[src/rtl/d_cache_wb_ctrl.sv]
// Direct-mapped data cache controller between the load/store stage and line-oriented memory.
// Compile-time choice of write-back/write-allocate or write-through/no-write-allocate.
module d_cache_wb_ctrl #(
  parameter int unsigned ADDR_W     = 32,
  parameter int unsigned LINES      = 4,
  parameter int unsigned WORDS      = 4,
  parameter bit          WRITE_BACK = 1'b1
) (
  input  logic                clk,
  input  logic                reset_n,
  input  logic                cpu_req_valid,
  output logic                cpu_req_ready,
  input  logic [ADDR_W-1:0]   cpu_addr,
  input  logic                cpu_wren,
  input  logic [1:0]          cpu_size,
  input  logic [31:0]         cpu_wdata,
  input  logic                cpu_zeroext,
  output logic                cpu_rsp_valid,
  output logic [31:0]         cpu_rdata,
  output logic                mem_req,
  output logic                mem_we,
  output logic [ADDR_W-1:0]   mem_addr,
  output logic [32*WORDS-1:0] mem_wline,
  output logic [4*WORDS-1:0]  mem_wmask,
  input  logic                mem_ack,
  input  logic [32*WORDS-1:0] mem_rline,
  output logic                busy
);

  localparam int unsigned WSEL = $clog2(WORDS);
  localparam int unsigned OFF  = WSEL + 2;
  localparam int unsigned IDX  = $clog2(LINES);
  localparam int unsigned TAG  = ADDR_W - IDX - OFF;

  typedef enum logic [2:0] {StIdle, StCompare, StWriteback, StRefill, StWtWrite} state_e;
  state_e state_q, state_d;

  logic [32*WORDS-1:0] data_q [LINES];
  logic [TAG-1:0]      tag_q  [LINES];
  logic [LINES-1:0]    valid_q, dirty_q;

  logic [ADDR_W-1:0] addr_q;
  logic              wren_q, zext_q;
  logic [1:0]        size_q;
  logic [31:0]       wdata_q;

  logic              rst_done_q, rsp_q, rsp_d;
  logic [31:0]       rdata_q, rdata_d;
  logic              mem_req_q, mem_we_q;
  logic [ADDR_W-1:0] mem_addr_q;
  logic [32*WORDS-1:0] mem_wline_q;
  logic [4*WORDS-1:0]  mem_wmask_q;

  logic [IDX-1:0]      idx;
  logic [TAG-1:0]      req_tag;
  logic [WSEL-1:0]     wsel;
  logic                hit, accept, store_merge, refill_done, mem_state;
  logic [32*WORDS-1:0] line, st_line, merged, wt_line;
  logic [4*WORDS-1:0]  st_mask;
  logic [31:0]         word, lane, load_data;
  logic [7:0]          byte_v;
  logic [15:0]         half_v;
  logic [3:0]          be;

  assign idx     = addr_q[OFF+IDX-1:OFF];
  assign req_tag = addr_q[ADDR_W-1:OFF+IDX];
  assign wsel    = addr_q[OFF-1:2];
  assign hit     = valid_q[idx] && (tag_q[idx] == req_tag);
  assign line    = data_q[idx];
  assign word    = line[32*wsel +: 32];
  assign accept  = cpu_req_valid && cpu_req_ready;

  // Store lanes: data replicated across the word, byte enables pick the live bytes.
  always_comb begin
    case (size_q)
      2'b00: begin
        be   = 4'b0001 << addr_q[1:0];
        lane = {4{wdata_q[7:0]}};
      end
      2'b01: begin
        be   = addr_q[1] ? 4'b1100 : 4'b0011;
        lane = {2{wdata_q[15:0]}};
      end
      default: begin
        be   = 4'hf;
        lane = wdata_q;
      end
    endcase
    st_mask = (4*WORDS)'(be) << (4 * wsel);
    st_line = {WORDS{lane}};
    merged  = line;
    wt_line = '0;
    for (int i = 0; i < 4*WORDS; i++) begin
      if (st_mask[i]) begin
        merged[8*i +: 8]  = st_line[8*i +: 8];
        wt_line[8*i +: 8] = st_line[8*i +: 8];
      end
    end
  end

  always_comb begin
    byte_v = word[8*addr_q[1:0] +: 8];
    half_v = addr_q[1] ? word[31:16] : word[15:0];
    case (size_q)
      2'b00:   load_data = zext_q ? {24'h0, byte_v} : {{24{byte_v[7]}}, byte_v};
      2'b01:   load_data = zext_q ? {16'h0, half_v} : {{16{half_v[15]}}, half_v};
      default: load_data = word;
    endcase
  end

  always_comb begin
    state_d     = state_q;
    rsp_d       = 1'b0;
    rdata_d     = '0;
    store_merge = 1'b0;
    refill_done = 1'b0;
    mem_state   = 1'b0;
    case (state_q)
      StIdle: if (accept) state_d = StCompare;
      StCompare: begin
        if (hit) begin
          if (!wren_q) begin
            rsp_d   = 1'b1;
            rdata_d = load_data;
            state_d = StIdle;
          end else begin
            store_merge = 1'b1;
            if (WRITE_BACK) begin
              rsp_d   = 1'b1;
              state_d = StIdle;
            end else begin
              state_d = StWtWrite;
            end
          end
        end else if (!WRITE_BACK && wren_q) begin
          state_d = StWtWrite;
        end else if (valid_q[idx] && dirty_q[idx]) begin
          state_d = StWriteback;
        end else begin
          state_d = StRefill;
        end
      end
      StWriteback: begin
        mem_state = 1'b1;
        if (mem_req_q && mem_ack) state_d = StRefill;
      end
      StRefill: begin
        mem_state = 1'b1;
        if (mem_req_q && mem_ack) begin
          refill_done = 1'b1;
          state_d     = StCompare;
        end
      end
      StWtWrite: begin
        mem_state = 1'b1;
        if (mem_req_q && mem_ack) begin
          rsp_d   = 1'b1;
          state_d = StIdle;
        end
      end
      default: state_d = StIdle;
    endcase
  end

  // Arrays carry no reset: only valid/dirty need clearing, and no write can fire during reset.
  always_ff @(posedge clk) begin
    if (refill_done) begin
      data_q[idx] <= mem_rline;
      tag_q[idx]  <= req_tag;
    end else if (store_merge) begin
      data_q[idx] <= merged;
    end
  end

  always_ff @(posedge clk or negedge reset_n) begin
    if (!reset_n) begin
      state_q     <= StIdle;
      rst_done_q  <= 1'b0;
      valid_q     <= '0;
      dirty_q     <= '0;
      addr_q      <= '0;
      wren_q      <= 1'b0;
      size_q      <= '0;
      wdata_q     <= '0;
      zext_q      <= 1'b0;
      rsp_q       <= 1'b0;
      rdata_q     <= '0;
      mem_req_q   <= 1'b0;
      mem_we_q    <= 1'b0;
      mem_addr_q  <= '0;
      mem_wline_q <= '0;
      mem_wmask_q <= '0;
    end else begin
      state_q    <= state_d;
      rst_done_q <= 1'b1;
      rsp_q      <= rsp_d;
      rdata_q    <= rdata_d;
      if (accept) begin
        addr_q  <= cpu_addr;
        wren_q  <= cpu_wren;
        size_q  <= cpu_size;
        wdata_q <= cpu_wdata;
        zext_q  <= cpu_zeroext;
      end
      if (refill_done) begin
        valid_q[idx] <= 1'b1;
        dirty_q[idx] <= 1'b0;
      end else if (store_merge && WRITE_BACK) begin
        dirty_q[idx] <= 1'b1;
      end
      // Request launches one cycle into the state and is frozen until acknowledged.
      if (mem_state) begin
        if (!mem_req_q) begin
          mem_req_q <= 1'b1;
          mem_we_q  <= (state_q != StRefill);
          case (state_q)
            StWriteback: begin
              mem_addr_q  <= {tag_q[idx], idx, {OFF{1'b0}}};
              mem_wline_q <= line;
              mem_wmask_q <= '1;
            end
            StRefill: begin
              mem_addr_q  <= {req_tag, idx, {OFF{1'b0}}};
              mem_wline_q <= '0;
              mem_wmask_q <= '0;
            end
            default: begin
              mem_addr_q  <= {req_tag, idx, {OFF{1'b0}}};
              mem_wline_q <= wt_line;
              mem_wmask_q <= st_mask;
            end
          endcase
        end else if (mem_ack) begin
          mem_req_q <= 1'b0;
        end
      end
    end
  end

  assign cpu_req_ready = rst_done_q && (state_q == StIdle);
  assign busy          = (state_q != StIdle);
  assign cpu_rsp_valid = rsp_q;
  assign cpu_rdata     = rdata_q;
  assign mem_req       = mem_req_q;
  assign mem_we        = mem_we_q;
  assign mem_addr      = mem_addr_q;
  assign mem_wline     = mem_wline_q;
  assign mem_wmask     = mem_wmask_q;

endmodule

[config.mk]
export PLATFORM = sky130hd
export DESIGN_NAME = d_cache_wb_ctrl
export DESIGN_NICKNAME = d
export VERILOG_FILES = /design/src/rtl/d_cache_wb_ctrl.sv
export SDC_FILE = /design/constraint.sdc
export NUM_CORES = 1
export LEC_CHECK = 0
export ABC_AREA = 1
export CAP_MARGIN = 40
export CORE_MARGIN = 4
export CORE_UTILIZATION = 25
export CTS_BUF_LIST = sky130_fd_sc_hd__clkbuf_4 sky130_fd_sc_hd__clkbuf_8
export DETAILED_ROUTE_END_ITERATION = 12
export GPL_ROUTABILITY_DRIVEN = 1
export GPL_TIMING_DRIVEN = 0
export HOLD_SLACK_MARGIN = 0.15
export SYNTH_ARGS = -nofsm -noshare
export SYNTH_HDL_FRONTEND = slang
export SYNTH_SLANG_ARGS = --single-unit
[constraint.sdc]
create_clock -name clk -period 19.11 [get_ports clk]
set_input_delay 3.822 -clock clk [delete_from_list [all_inputs] [get_ports clk]]
set_output_delay 3.822 -clock clk [all_outputs]
set_load 0.02 [all_outputs]
==> results.json, run 1 <==
{
  "grt_max_degree": 101,
  "viasPerCell": 5.03,
  "crit_required_ps": 15290,
  "cts_tree": "yes",
  "yosysTopAreaCellShare": 0.482,
  "grt_pass1_wl_um": 241000,
  "initial_core_util": 0.252,
  "io_buffers": 408,
  "cp_slowest_stage_delay_ps": 670,
  "cts_resized": 0,
  "syn_area_per_cell_sq_um": 10.3,
  "period_needed_ps": 6430,
  "worstSetupEndpointType": "primary output",
  "cts_buffers": 155,
  "finalCritPeriodShare": 0.336,
  "grt_pass1_vias": 30600,
  "clock_sinks": 902,
  "drive_gt1_frac": 0.0963,
  "ir_drop_uv": 75.5,
  "antenna_found_initial": 15,
  "die_h_um": 400,
  "post_cts_buffers": 0,
  "gp_congestion": 0.973,
  "relSlewSlack": 0.328,
  "synth.cells.most_frequent": "nand2_1 (1266), edfxtp_1 (616), dfrtp_1 (286), o21ai_0 (277), inv_1 (218)",
  "drcViolationCount": 0,
  "area_delta_synth_final_pct": 29.2,
  "yosysWarnings": 0,
  "synth_most_common_cell": "nand2_1",
  "grtUsageTotal": 0.218,
  "dp_hpwl_um": 137000,
  "netlist-cell-type-count": 38,
  "crit_fanout": 10,
  "row_count": 143,
  "finalHoldViolCount": 0,
  "worst_pin_slew_ps": 997,
  "wl_met3_um": 26200,
  "p_leak_nw": 20.0,
  "nNetsFinal": 4568,
  "synth-edff-count": 616,
  "powerDensity_nw_per_um2": 170,
  "rsz0062_at_grt": "no",
  "synth_area_leader_cell": "edfxtp_1",
  "syn_area_sq_um": 38400,
  "overflow": 0,
  "path_cells": "clkbuf_1 -> nor2_1 -> inv_1 -> clkdlybuf4s50_1",
  "holdBufCountCts": 0,
  "insertion_delay_ps": 900,
  "fmax_mhz": 156,
  "place_area_sq_um": 46300,
  "cp_top_family": "buffers and inverters",
  "ys_top_cells_by_area": "edfxtp_1 (48%), dfrtp_1 (19%), nand2_1 (12%), o21ai_0 (3.6%), a22oi_1 (3.1%)",
  "synthArstFlopShare": 0.317,
  "slowest_stage": "clkdlybuf4s50_1",
  "top_layer_used": "met5",
  "cts_htree_levels": 4,
  "dieWidth_um": 400,
  "clockRootBuffer": "clkbuf_8",
  "fin_ws_ps": 12680,
  "ys_seq_elements": 902,
  "finalSetupViolations": 0,
  "routed_wl_um": 179000,
  "design_area_sq_um": 49600,
  "fin_util": 0.325,
  "tns_ps": 0,
  "num_vias": 32800,
  "clkTransAtPathRegs_ps": 60,
  "place_ws_ps": 12360,
  "cts.path.max_buffers": 3,
  "core_area_sq_um": 152000,
  "ant_nets": 0,
  "status": "completed",
  "yosysSeqAreaShare": 0.669,
  "synth_cells": 3734,
  "finalMaxSlewViolations": 0,
  "wl_per_cell_um": 27.4,
  "dr_wl_met2_um": 76700,
  "arrival_ps": 2600,
  "die-area_sq_um": 160000,
  "whs_ps": 453,
  "first_iter_violations": 4674,
  "min_path_type": "reg2reg",
  "crit_buf_inv": 3,
  "synth_flop_cell": "edfxtp_1",
  "cap_viol_max_count": 0,
  "start_kind": "flip-flop",
  "io_pins": 413,
  "crit_type": "reg2out",
  "drt_pass1_iterations": 6,
  "fin_skew_ps": 72.9,
  "met1_length_um": 66300
}
-- layout by cell type (no fill, tap or decap), drive strengths merged, types with 4 or more instances in the layout --
master / count
dfrtp: 286
conb: 5
clkdlybuf4s50: 407
clkbuf: 349
bufinv: 5
edfxtp: 616
nand2: 1269
buf: 149
nand3: 124
o21ai: 400
inv: 234
a21oi: 142
a221oi: 5
nor2: 204
and2: 4
a22oi: 158
diode: 4
a32o: 14
nand4: 8
nor3: 10
nand3b: 5
o211ai: 38
clkinv: 53
-- power breakdown --
group          switching [W]  internal [W]
clock               0.000857       0.00100
sequential          0.000263       0.00244
combinational        0.00281       0.00105
-- through the flow --
stage,power (W),instances
after floorplan,0.00453,3737
after global placement,0.00634,6175
after detailed placement,0.00644,6241
after CTS,0.00829,6527
after global routing,0.00873,6531
final,0.00841,6531
-- worst paths after layout --
kind                                  from            to  slack (ps)  cells past startpoint
worst min register to register  valid_q[1]    valid_q[1]         450                      2
worst min-delay path            valid_q[1]    valid_q[1]         450                      2
min in group asynchronous          reset_n  mem_addr[10]        3010                      1
worst max register to register   addr_q[5]  cpu_rdata[5]       14900                     13
max in group asynchronous          reset_n   wdata_q[18]       14900                      2
worst max-delay path            state_q[0]          busy       12680                      4
-- tightest hold or removal path, cell delays in order, from the launching register on --
cell and delay, ps:
dfrtp_1 320, inv_1 50, nand2_1 50
-- cell families (layout without fill, tap and decap cells) --
| kind of cell | after synthesis | in the layout | synth area share |
|---|---|---|---|
| buffers and inverters | 438 | 1198 | 0.0481 |
| other | 2 | 9 | 0.000196 |
| and+or+nand+nor | 1627 | 1627 | 0.167 |
| AOI/OAI and AO/OA | 764 | 764 | 0.115 |
| muxes | 1 | 1 | 0.000261 |
| DFF | 902 | 902 | 0.669 |
-- per-layer routing --
layer	vias to the layer above	GRT usage
met3	415	0.0812
met1	16000	0.279
met2	2400	0.323
met4	2	0.104
li1	14000	-
met5	-	0
-- registers in the layout (all words and copies together) (netlist names), 2 cells and up, named ones only --
name and flops:
mem_wmask 16, tag_q 104, mem_wline 128, addr_q 32, valid_q 4, size_q 2, mem_addr 28, state_q 2
wdata_q 32, data_q 512, cpu_rdata 32
-- final cells by class --
class	instances	area [sq um]
flip-flops and latches	902	25700
repair buffers	474	5300
clock buffers	219	2710
multi-input cells	2397	10900
diodes	4	10.0
fillers	15500	103000
well taps	2030	2540
plain buffers	212	992
inverters	226	853
clock inverters	67	562
Power figures use the tool's default switching activity.
==> run 2, diff against run 1 <==
==> constraint.sdc (replaced) <==
create_clock -name clk -period 5.2 [get_ports clk]
set_input_delay 1.04 -clock clk [delete_from_list [all_inputs] [get_ports clk]]
set_output_delay 1.04 -clock clk [all_outputs]
set_load 0.02 [all_outputs]
==> run 2 against run 1 <==
- non-clock buffer count rose by 2
- clock power rose to 3.8 times the previous value
- die area is the same
- cell area hardly changed
- routed wire length up 0.43%
- critical path depth rose by 7
- global-route usage barely moved
- via count is the same
- register-to-register slack lost 14000 ps
- utilization barely moved
- worst setup slack got worse by 12000 ps
==> results.json, run 2 (same netlist as run 1, synthesis figures left out) <==
{
  "drt_pass1_iterations": 7,
  "ir_drop_uv": 273,
  "die_h_um": 400,
  "area_delta_synth_final_pct": 29.2,
  "holdBufCountCts": 0,
  "io_buffers": 408,
  "grt_max_degree": 102,
  "fmax_mhz": 230,
  "drive_gt1_frac": 0.0974,
  "cap_viol_max_count": 0,
  "cts.path.max_buffers": 3,
  "period_needed_ps": 4360,
  "clockRootBuffer": "clkbuf_8",
  "reg2reg_slack_ps": 840,
  "finalHoldViolCount": 0,
  "finalSetupViolations": 0,
  "grt_pass1_vias": 30400,
  "row_count": 143,
  "fin_skew_ps": 60.1,
  "overflow": 0,
  "ant_nets": 0,
  "drcViolationCount": 0,
  "cts_tree": "yes",
  "whs_ps": 170,
  "grtUsageTotal": 0.218,
  "clkTransAtPathRegs_ps": 60,
  "r2r_cells": 11,
  "cts_buffers": 157,
  "finalMaxSlewViolations": 0,
  "layout_common_cells": "nand2_1 (1265), edfxtp_1 (616), clkdlybuf4s50_1 (407), dfrtp_1 (286), o21ai_0 (274)",
  "worstSetupEndpointType": "flip-flop",
  "cts_resized": 0,
  "insertion_delay_ps": 880,
  "fin_ws_ps": 844,
  "arrival_ps": 5060,
  "io_pins": 413,
  "antenna_found_initial": 15,
  "cts_htree_levels": 4,
  "crit_fanout": 10,
  "initial_core_util": 0.252,
  "status": "completed",
  "die-area_sq_um": 160000,
  "dp_hpwl_um": 137000,
  "crit_required_ps": 5900,
  "place_ws_ps": 995,
  "first_iter_violations": 4731,
  "wl_per_cell_um": 27.5,
  "largest_register_ffs": 512,
  "relSlewSlack": 0.351,
  "critPathMostFrequentCell": "nor2_1",
  "grt_pass1_wl_um": 241000,
  "cp_slowest_stage_delay_ps": 740,
  "totalPowerFinal_w": 0.0311,
  "clock_sinks": 902,
  "path_cells": "buf_4 -> nor2_2 -> clkbuf_1 -> buf_8 -> clkbuf_1 -> a22oi_1 -> nand3_1 -> nor2_1 -> o21ai_0 -> nor2_1 -> nor2_1",
  "core_area_sq_um": 152000,
  "routed_wl_um": 180000,
  "post_cts_buffers": 0,
  "gp_congestion": 0.980,
  "rsz0062_at_grt": "no",
  "num_vias": 32800,
  "crit_type": "reg2reg",
  "worst_pin_slew_ps": 973,
  "powerDensity_nw_per_um2": 627,
  "start_kind": "flip-flop",
  "p_leak_nw": 20.0,
  "top_register": "data_q",
  "dieWidth_um": 400,
  "viasPerCell": 5.02,
  "finalCritPeriodShare": 0.838,
  "min_path_type": "in2async",
  "slowest_stage": "clkbuf_1",
  "nNetsFinal": 4572,
  "final_common_cell": "nand2_1"
}
## run 2: cell types whose count changed in the layout (fill, tap and decap cells not counted), sizes merged
cell / before / now
inv: 234 / 231
clkbuf: 349 / 363
buf: 149 / 151
clkinv: 53 / 47
bufinv: 5 / 7
diode: 4 / 8
## run 2: report_power, final
| group | switching (W) | internal [W] | total, W | leakage, nW |
|---|---|---|---|---|
| combinational | 0.0103 | 0.00386 | 0.0142 | 8.96 |
| clock | 0.00313 | 0.00385 | 0.00698 | 1.79 |
| sequential | 0.000964 | 0.00896 | 0.00992 | 9.26 |
| total | 0.0144 | 0.0167 | 0.0311 | 20.0 |
## run 2: stage by stage
| stage | setup TNS [ps] | util | area, sq um | instances |
|---|---|---|---|---|
| after floorplan | -919910 | - | 38400 | 3737 |
| after global placement | -6707600 | 0.295 | 45000 | 6175 |
| after detailed placement | 0 | 0.303 | 46200 | 6243 |
| after CTS | 0 | 0.325 | 49500 | 6536 |
| after global routing | 0 | 0.325 | 49500 | 6537 |
| final | 0 | 0.326 | 49600 | 6544 |
## run 2: layout make-up
| type | instances | area, sq um |
|---|---|---|
| Antenna cell | 8 | 20.0 |
| Buffer | 212 | 991 |
| Clock buffer | 233 | 2810 |
| Clock inverter | 60 | 539 |
| Fill cell | 15600 | 103000 |
| Inverter | 226 | 853 |
| Multi-Input combinational cell | 2397 | 10900 |
| Sequential cell | 902 | 25700 |
| Tap cell | 2030 | 2540 |
| Timing Repair Buffer | 476 | 5210 |
## run 2: worst paths after layout
kind	startpoint	end
worst max-delay path	addr_q[4]	cpu_rdata[21]
worst min-delay path	reset_n	mem_wline[0]
worst max register to register	addr_q[4]	cpu_rdata[21]
worst min register to register	valid_q[1]	valid_q[1]
max in group asynchronous	reset_n	cpu_rdata[24]
min in group clk	valid_q[1]	valid_q[1]
## run 2: routing by layer
metal | track usage | wire length, um | vias to the layer above
met5 | 0 | 48 | -
met4 | 0.109 | 10200 | 8
met3 | 0.0772 | 25000 | 395
met2 | 0.321 | 76800 | 2387
met1 | 0.283 | 68000 | 16000
li1 | - | - | 14100
## run 2: worst max-delay path, delay by kind of cell, from the launching register on
kind            cells  cell delay, ps
flops               1             360
simple gates        5            1360
compound gates      2             940
buf+inv             4            1510
